<file path="config.mk">
export PLATFORM = sky130hd
export DESIGN_NAME = wb_mem_slave
export DESIGN_NICKNAME = d
export VERILOG_FILES = /design/src/rtl/wb_pkg.sv /design/src/rtl/wb_mem_array.sv /design/src/rtl/wb_mem_slave.sv
export SDC_FILE = /design/constraint.sdc
export NUM_CORES = 2
export LEC_CHECK = 0
export CELL_PAD_IN_SITES_DETAIL_PLACEMENT = 1
export CELL_PAD_IN_SITES_GLOBAL_PLACEMENT = 1
export CORE_UTILIZATION = 32
export CTS_CLUSTER_DIAMETER = 30
export DETAILED_ROUTE_END_ITERATION = 8
export PLACE_DENSITY_LB_ADDON = 0.1
export SLEW_MARGIN = 0
export SYNTH_ARGS = -nofsm -noshare
export SYNTH_HDL_FRONTEND = slang
export SYNTH_SLANG_ARGS = --single-unit
</file>
<file path="constraint.sdc">
create_clock -name clk_i -period 3.6 [get_ports clk_i]
set_input_delay 1.08 -clock clk_i [delete_from_list [all_inputs] [get_ports clk_i]]
set_output_delay 1.08 -clock clk_i [all_outputs]
set_load 0.005 [all_outputs]
</file>
<file path="src/rtl/wb_pkg.sv">
// Shared types and helpers for the Wishbone memory slave: FSM states,
// response kinds and a constant-foldable ceil(log2) for address shifts.
package wb_pkg;

  typedef enum logic [1:0] {
    IDLE,
    WAIT,
    RESP
  } wb_state_e;

  typedef enum {
    RSP_ACK,
    RSP_ERR,
    RSP_RTY
  } wb_rsp_e;

  function automatic int clog2(input int value);
    int r;
    r = 0;
    while ((1 << r) < value) r++;
    return r;
  endfunction

endpackage

</file>
<file path="src/rtl/wb_mem_array.sv">
// Word-organised RAM with one write enable per byte lane; writes land on the
// rising edge, reads are combinational from the addressed word.
module wb_mem_array #(
  parameter int DWIDTH = 8,
  parameter int DEPTH  = 256,
  parameter int AW     = 8
) (
  input  logic                  clk_i,
  input  logic [DWIDTH/8-1:0]   be_i,
  input  logic [AW-1:0]         addr_i,
  input  logic [DWIDTH-1:0]     wdat_i,
  output logic [DWIDTH-1:0]     rdat_o
);

  logic [DWIDTH-1:0] mem_q [DEPTH];

  // NOTE: storage arrays carry no reset; clearing them would force a flop-based array and its contents are undefined after reset anyway.
  always_ff @(posedge clk_i) begin
    for (int b = 0; b < DWIDTH / 8; b++) begin
      if (be_i[b]) mem_q[addr_i][b*8 +: 8] <= wdat_i[b*8 +: 8];
    end
  end

  assign rdat_o = mem_q[addr_i];

endmodule

</file>
<file path="src/rtl/wb_mem_slave.sv">
// Wishbone classic-cycle memory target with programmable wait states,
// byte-lane writes, out-of-range ERR, periodic RTY and cycle abort.
module wb_mem_slave
  import wb_pkg::*;
#(
  parameter int DWIDTH      = 8,
  parameter int AWIDTH      = 16,
  parameter int DEPTH       = 256,
  parameter int WAIT_STATES = 0,
  parameter int RTY_EVERY   = 0
) (
  input  logic                  clk_i,
  input  logic                  rst_i,
  input  logic [AWIDTH-1:0]     adr_i,
  input  logic [DWIDTH-1:0]     dat_i,
  input  logic                  we_i,
  input  logic [DWIDTH/8-1:0]   sel_i,
  input  logic                  stb_i,
  input  logic                  cyc_i,
  output logic [DWIDTH-1:0]     dat_o,
  output logic                  ack_o,
  output logic                  err_o,
  output logic                  rty_o
);

  localparam int SEL   = DWIDTH / 8;
  localparam int SHIFT = clog2(SEL);
  localparam int MAW   = (DEPTH > 1) ? clog2(DEPTH) : 1;
  localparam logic [AWIDTH:0] DEPTH_L  = (AWIDTH + 1)'(DEPTH);
  localparam logic [3:0]      WS_INIT  = (WAIT_STATES > 0) ? 4'(WAIT_STATES - 1) : 4'd0;
  localparam logic [15:0]     RTY_LAST = (RTY_EVERY > 0) ? 16'(RTY_EVERY - 1) : 16'd0;

  wb_state_e         state_q, state_d;
  logic [3:0]        cnt_q, cnt_d;
  logic [15:0]       rty_cnt_q, rty_cnt_d;
  logic [AWIDTH-1:0] idx_q, idx_d;
  logic [DWIDTH-1:0] wdat_q, wdat_d;
  logic              we_q, we_d;
  logic [SEL-1:0]    sel_q, sel_d;
  logic              ack_q, ack_d, err_q, err_d, rty_q, rty_d;
  logic [DWIDTH-1:0] rdat_q, rdat_d;

  logic [AWIDTH-1:0] req_idx;
  logic [DWIDTH-1:0] req_dat;
  logic              req_we;
  logic [SEL-1:0]    req_sel;
  logic              go_resp, rty_hit;
  wb_rsp_e           rsp;
  logic [SEL-1:0]    mem_be;
  logic [DWIDTH-1:0] mem_rdat;

  // With no wait states the response is decided on the accept edge, so the
  // live bus is used in IDLE and the latched request everywhere else.
  always_comb begin
    req_idx = (state_q == IDLE) ? (adr_i >> SHIFT) : idx_q;
    req_dat = (state_q == IDLE) ? dat_i : wdat_q;
    req_we  = (state_q == IDLE) ? we_i : we_q;
    req_sel = (state_q == IDLE) ? sel_i : sel_q;
  end

  // NOTE: every signal written here gets a default first, so no path leaves one unassigned and no latch is inferred.
  always_comb begin
    state_d   = state_q;
    cnt_d     = cnt_q;
    rty_cnt_d = rty_cnt_q;
    idx_d     = idx_q;
    wdat_d    = wdat_q;
    we_d      = we_q;
    sel_d     = sel_q;
    ack_d     = 1'b0;
    err_d     = 1'b0;
    rty_d     = 1'b0;
    rdat_d    = '0;
    go_resp   = 1'b0;
    rty_hit   = 1'b0;
    rsp       = RSP_ACK;
    mem_be    = '0;

    case (state_q)
      IDLE: begin
        if (cyc_i && stb_i) begin
          idx_d  = adr_i >> SHIFT;
          wdat_d = dat_i;
          we_d   = we_i;
          sel_d  = sel_i;
          if (WAIT_STATES == 0) begin
            go_resp = 1'b1;
          end else begin
            state_d = WAIT;
            cnt_d   = WS_INIT;
          end
        end
      end
      WAIT: begin
        if (!cyc_i)            state_d = IDLE;
        else if (cnt_q == 4'd0) go_resp = 1'b1;
        else                   cnt_d = cnt_q - 4'd1;
      end
      RESP:    state_d = IDLE;
      default: state_d = IDLE;
    endcase

    if (go_resp) begin
      state_d = RESP;
      rty_hit = (RTY_EVERY > 0) && (rty_cnt_q == RTY_LAST);
      if (RTY_EVERY > 0) rty_cnt_d = rty_hit ? 16'd0 : rty_cnt_q + 16'd1;
      if ({1'b0, req_idx} >= DEPTH_L) rsp = RSP_ERR;
      else if (rty_hit)               rsp = RSP_RTY;
      else                            rsp = RSP_ACK;
      case (rsp)
        RSP_ERR: err_d = 1'b1;
        RSP_RTY: rty_d = 1'b1;
        default: begin
          ack_d = 1'b1;
          if (req_we) mem_be = req_sel;
          else        rdat_d = mem_rdat;
        end
      endcase
    end
  end

  // NOTE: state registers use non-blocking assignments so every flop samples pre-edge values regardless of statement order.
  always_ff @(posedge clk_i or negedge rst_i) begin
    if (!rst_i) begin
      state_q   <= IDLE;
      cnt_q     <= '0;
      rty_cnt_q <= '0;
      idx_q     <= '0;
      wdat_q    <= '0;
      we_q      <= 1'b0;
      sel_q     <= '0;
      ack_q     <= 1'b0;
      err_q     <= 1'b0;
      rty_q     <= 1'b0;
      rdat_q    <= '0;
    end else begin
      state_q   <= state_d;
      cnt_q     <= cnt_d;
      rty_cnt_q <= rty_cnt_d;
      idx_q     <= idx_d;
      wdat_q    <= wdat_d;
      we_q      <= we_d;
      sel_q     <= sel_d;
      ack_q     <= ack_d;
      err_q     <= err_d;
      rty_q     <= rty_d;
      rdat_q    <= rdat_d;
    end
  end

  wb_mem_array #(
    .DWIDTH (DWIDTH),
    .DEPTH  (DEPTH),
    .AW     (MAW)
  ) u_mem (
    .clk_i  (clk_i),
    .be_i   (mem_be),
    .addr_i (req_idx[MAW-1:0]),
    .wdat_i (req_dat),
    .rdat_o (mem_rdat)
  );

  assign dat_o = rdat_q;
  assign ack_o = ack_q;
  assign err_o = err_q;
  assign rty_o = rty_q;

endmodule

</file>
# After elaboration in Yosys (flattened, before gate mapping)
# Memory sizes are Yosys's and may differ from the RTL's.
# Cells that the tools add are included.
# totals
regBits	43
ramBits	2048
out_inout_bits	11
wordCells	53
memories	1
# memory_table
name	depth	word_bits	read_ports	rd_ports_with_merged_regs	wr	line_no	rtl
u_mem.mem_q	256	8	1	0	1	wb_mem_array.sv:15	logic [DWIDTH-1:0] mem_q [DEPTH];
# op_classes
addsub	1
magnitude_cmp	1
n_eq_ne	5
n_mux	27
bitwise	1
n_reduce_logical	7
# op_table
operator	n
32-bit by 1-bit == test with 1-bit output, second input constant	1
32-bit by 2-bit == test with 1-bit output, second input constant	1
32-bit two-way mux	1
8-bit two-way mux	4
1-bit two-way mux	17
16-bit by 9-bit greater-or-equal comparator with 1-bit output, second input constant	1
16-bit two-way mux	1
4-bit logical NOT	1
2-bit two-way mux	2
2-bit one-hot mux with 2 select lines	1
2-bit AND reduction	2
4-bit by 1-bit subtractor with 4-bit output, second input constant	1
3-bit inequality test, second input constant	1
3-bit AND reduction	1
2-bit by 1-bit == test with 1-bit output, second input constant	1
2-bit logical NOT	1
2-bit inequality test, second input constant	1
1-bit one-hot mux with 2 select lines	1
2-bit OR reduction	1
1-bit logical AND	1
1-bit inverter	1

# Depth between registers and ports, before layout
# depth
ltp_word	11
mapped_depth	14

# By module
# From an unflattened synthesis, not the netlist that was laid out.
# unflattened
hier_cells	3634
area_unflattened_um2	79661.4
# by_module_without_submodules
mod	n_inst	cells_each	area_each_um2	seq_area_each_um2
wb_mem_array	1	3539	78332.6	61499.0
wb_mem_slave	1	95	1328.8	675.6

# Least setup slack after synthesis
# Ideal clock, no wire load.
# synth_path
path_kind	input to register
startpoint	input port adr_i[0]
endpoint	memory u_mem.mem_q[116][0] (enable)
arrival_time_ns	3.354
path_slack_ns	-0.124
stages	12
cell_sequence	mux2_4 -> buf_12 -> buf_12 -> buf_8 -> buf_8 -> buf_6 -> buf_6 -> buf_2 -> nor2_1 -> nand2_1 -> clkbuf_1 -> nor2_1
# synth_via
elab_chain_cells	10
elab_cells_between_ends	11
cone_classes	1 x order compare; 2 x eq/ne; 7 x mux; 1 x reduce/logical
# synth_rtl
item	line_no	rtl
start, declared	wb_mem_slave.sv:14	input logic [AWIDTH-1:0] adr_i,
16-bit two-way mux *	wb_mem_slave.sv:55	req_idx = (state_q == IDLE) ? (adr_i >> SHIFT) : idx_q;
16-bit by 9-bit greater-or-equal comparator with 1-bit output	wb_mem_slave.sv:107	if ({1'b0, req_idx} >= DEPTH_L) rsp = RSP_ERR;
1-bit two-way mux	wb_mem_slave.sv:107	
32-bit two-way mux	wb_mem_slave.sv:103	if (go_resp) begin
32-bit by 2-bit == test with 1-bit output / 32-bit by 1-bit == test with 1-bit output (equally long branches)	wb_mem_slave.sv:110	case (rsp)
2-bit OR reduction (no source line)	n/a	
1-bit two-way mux	wb_mem_slave.sv:110	
1-bit two-way mux	wb_mem_slave.sv:103	
1-bit two-way mux	wb_mem_array.sv:20	if (be_i[b]) mem_q[addr_i][b*8 +: 8] <= wdat_i[b*8 +: 8];
1-bit two-way mux (implied by the code)	wb_mem_array.sv:20	
end, declared	wb_mem_array.sv:15	
# Every way passes the cells marked *; elsewhere a longest branch is shown, timed or not. The select of a mux whose other input is x is not followed.

# Final worst setup path
# layout_path
startpoint	register state_q[1]
endpoint	register rdat_q[1] (netlist: dat_o[1])
# layout_via
elab_chain_cells	9
elab_cells_between_ends	15
cone_classes	1 x order compare; 3 x eq/ne; 8 x mux; 2 x reduce/logical; 1 x memory
# layout_rtl
item	line_no	rtl
start, declared	wb_mem_slave.sv:33	wb_state_e state_q, state_d;
start signal, assigned	wb_mem_slave.sv:137	state_q <= state_d;
2-bit logical NOT	wb_mem_slave.sv:55, wb_mem_slave.sv:57, wb_mem_slave.sv:79	
16-bit two-way mux	wb_mem_slave.sv:55	
16-bit by 9-bit greater-or-equal comparator with 1-bit output	wb_mem_slave.sv:107	
1-bit two-way mux	wb_mem_slave.sv:107	
32-bit two-way mux	wb_mem_slave.sv:103	
32-bit by 2-bit == test with 1-bit output / 32-bit by 1-bit == test with 1-bit output (equally long branches)	wb_mem_slave.sv:110	
2-bit OR reduction (no source line)	n/a	
8-bit two-way mux	wb_mem_slave.sv:110	
8-bit two-way mux *	wb_mem_slave.sv:103	
net rdat_d[1]	wb_mem_slave.sv:41	logic [DWIDTH-1:0] rdat_q, rdat_d;
end signal, assigned	wb_mem_slave.sv:147	rdat_q <= rdat_d;
end, declared	wb_mem_slave.sv:41	
# The timed path passes the listed nets; every way through them passes the cells marked *. The select of a mux whose other input is x is not followed.
# A chain may end at the register's enable or synchronous reset.

==> flow_summary.toml <==
[finish]
fin_area_sq_mm = 0.113
n_fill_cell = 24194
layout_common_cells = "edfxtp_1 (2,048), buf_4 (915), nand2_1 (630), clkbuf_16 (533), mux4_2 (359)"
area_growth_pct = 37.8
post-route-util_pct = 44.3
drive_gt1_share_pct = 37.1
final_common_cell = "edfxtp_1"
final_nets = 5840

[power_and_ir_drop]
pwr-share-seq_pct = 34.1
p_switching_mw = 18.5
intPower_mw = 61.0
clkPwrFrac_pct = 58.2
vdd_drop_max_uv = 408
power.leakage_nw = 39.4
comb_power_share_pct = 7.8
swShare_pct = 23.3
power_density_mw_per_mm2 = 706

[synth]
syn_avg_cell_area_sq_um = 18.4
post-synth-top-area-cell = "edfxtp_1"
syn_inst = 4448
syn_nets = 4478
ys.flop_type = "edfxtp_1"
synth_cell_types = 66
synth_seq_area_share_pct = 76.1
yosysTopAreaCellShare_pct = 75.3
syn_area_sq_mm = 0.0817
async_flop_share_pct = 1.30
synth_edf_count = 2048
synthTopCellsByArea = "edfxtp_1 (75%), mux4_2 (9.9%), nand2_1 (3.0%), nor2_1 (1.4%), mux2i_1 (1.2%)"
ys_warn_count = 0
ys_ff_latch = 2075

[critical_path]
reg2reg_depth = 12
crit_path_start_kind = "flip-flop"
cp.arrival_ns = 4.33
cp_max_fo = 16
crit_type = "flip-flop to flip-flop"
cp.required_ns = 4.35
end_kind = "flip-flop"

[placement]
post-dp-hpwl_mm = 207
gp_congestion = 0.854
placed_area_sq_mm = 0.0948
portBuffers = 39

[floorplan]
fp-row-count = 185
die_y_microns = 507
initial_core_util_pct = 32.2
core-area_sq_mm = 0.254
ios = 41
die_x_microns = 507
dieArea_sq_mm = 0.257

[timing]
rsz0062_at_grt = "yes"
slew_headroom_pct = 25.8
worst_slew_pin_slew_ns = 1.11
period_share_pct = 99.3
setup_viol = 0
clock_skew_ns = 0.0785
period_minus_slack_ns = 3.58
hold_viol = 0
maxSlewViolCount = 0
clock.fmax_ghz = 0.280

[route]
wl_per_cell_microns = 31.8
finalWirelength_mm = 305
drt-pass1-iter-count = 5
ant_nets = 0
num_vias = 49544
drtIter0Drc = 4317
avgViaCountPerCell = 5.17
drc_errors = 0

[grt]
grt_pass1_wl_mm = 422
grt_usage_pct = 23.6
grt_max_degree = 101
antenna_found_initial = 24
overflow = 0
grt_pass1_vias = 52438

[clock_tree]
clk_latency_ns = 0.90
numClockSinks = 2075
tritoncts = "yes"
numCtsBuffers = 523
cts_root_buffer = "clkbuf_16"
htree_levels = 6
cts.path.max_buffers = 4
clk_pin_slew_ns = 0.05

[job]
cap_viol_max_count = 0

[hold_path]
hp-class = "primary input to async pin"

[outcome]
status = "finished clean"
sequential cells by signal, summed over array words and instances, names as in the netlist:
signal and cells:
ack_o 1, dat_o 8, err_o 1, idx_q 8
state_q 1, u_mem.mem_q 2048, wdat_q 8
cells by family after synthesis:
group                  synth area share, %
DFF                                   76.1
and+or+nand+nor                       6.48
muxes                                 12.3
AOI/OAI and AO/OA                     2.89
buffers and inverters                 2.22
other                              0.00459
final cells by class:
class	instances	area [sq um]	area share, %
inverters	6	22.5	0.0200
diodes	5	12.5	0.0111
clock buffers	599	13600	12.1
repair buffers	1112	10400	9.23
flip-flops and latches	2075	62200	55.3
clock inverters	334	3810	3.38
multi-input cells	2092	18300	16.3
well taps	3366	4210	3.74
power groups by stage:
stage                     Clock, mW  Sequential (mW)  Combinational (mW)
after CTS                      46.9             27.1                6.21
after global placement            0             27.5                6.10
after floorplan                   0             27.5                2.72
after detailed placement          0             27.5                6.15
after global routing           48.1             27.0                6.45
final                          46.2             27.1                6.17
metal layers:
layer  global-route usage (%)  vias to the layer above  part of all wire, %
li1                         -                    20760                    -
met1                     33.2                    26669                   45
met2                     37.2                     1658                   47
met3                     4.11                      455                  5.5
met4                     7.05                        2                  2.8
met5                        0                        -               0.0023
stage by stage:
stage	setup slack, ns	hold slack, ns	cells	total power [mW]	TNS [ns]
after detailed placement	-1.50	0.499	8641	33.6	-1004.21
after floorplan	-0.124	0.440	4448	30.2	-81.06
after global routing	-0.0420	0.363	9586	81.6	-0.0614
final	0.0238	0.378	9589	79.5	0
after global placement	-1.78	0.486	8641	33.6	-1041.97
after CTS	-0.0117	0.328	9581	80.2	-0.0117
critical path: stages, from the launching register on:
cell and delay, ns:
dfrtp_2 0.41, buf_12 0.16, mux2_8 0.39, buf_12 0.21, buf_16 0.20, mux4_1 0.66
nor3_1 0.30, buf_4 0.18, o21ai_0 0.13, a41oi_2 0.34, buf_4 0.18, a21oi_1 0.07
nor4b_2 0.17
repair_timing:
item                       in CTS  in global routing
pin swaps                       6                  6
setup endpoints to repair       8                  8
gates cloned                    0                  1
hold buffers                    0                  0
buffers inserted                7                  2
resized for setup              25                 17
cell usage after synthesis, drive strengths merged, types with 26 or more instances:
master,number
clkbuf,96
dfrtp,27
a31oi,55
nand4,31
nand2,648
buf,180
a32oi,53
o22ai,26
o21ai,34
edfxtp,2048
mux2i,95
a21oi,41
nor2,311
nand3,184
mux4,388
path summary, 6_finish.rpt:
path                       slack, ns               endpoint              startpoint
max                             0.02     dat_o[1]$_DFF_PN0_  state_q[1]$_DFFE_PN0P_
min                             0.38  wdat_q[4]$_DFFE_PN0P_                   rst_i
max reg2reg                     0.02     dat_o[1]$_DFF_PN0_  state_q[1]$_DFFE_PN0P_
min reg2reg                     0.51  wdat_q[4]$_DFFE_PN0P_   wdat_q[4]$_DFFE_PN0P_
max in group asynchronous       2.45     dat_o[4]$_DFF_PN0_                   rst_i
min in group clk_i              0.51  wdat_q[4]$_DFFE_PN0P_   wdat_q[4]$_DFFE_PN0P_
Note: power is estimated with default switching activity, not from simulation.
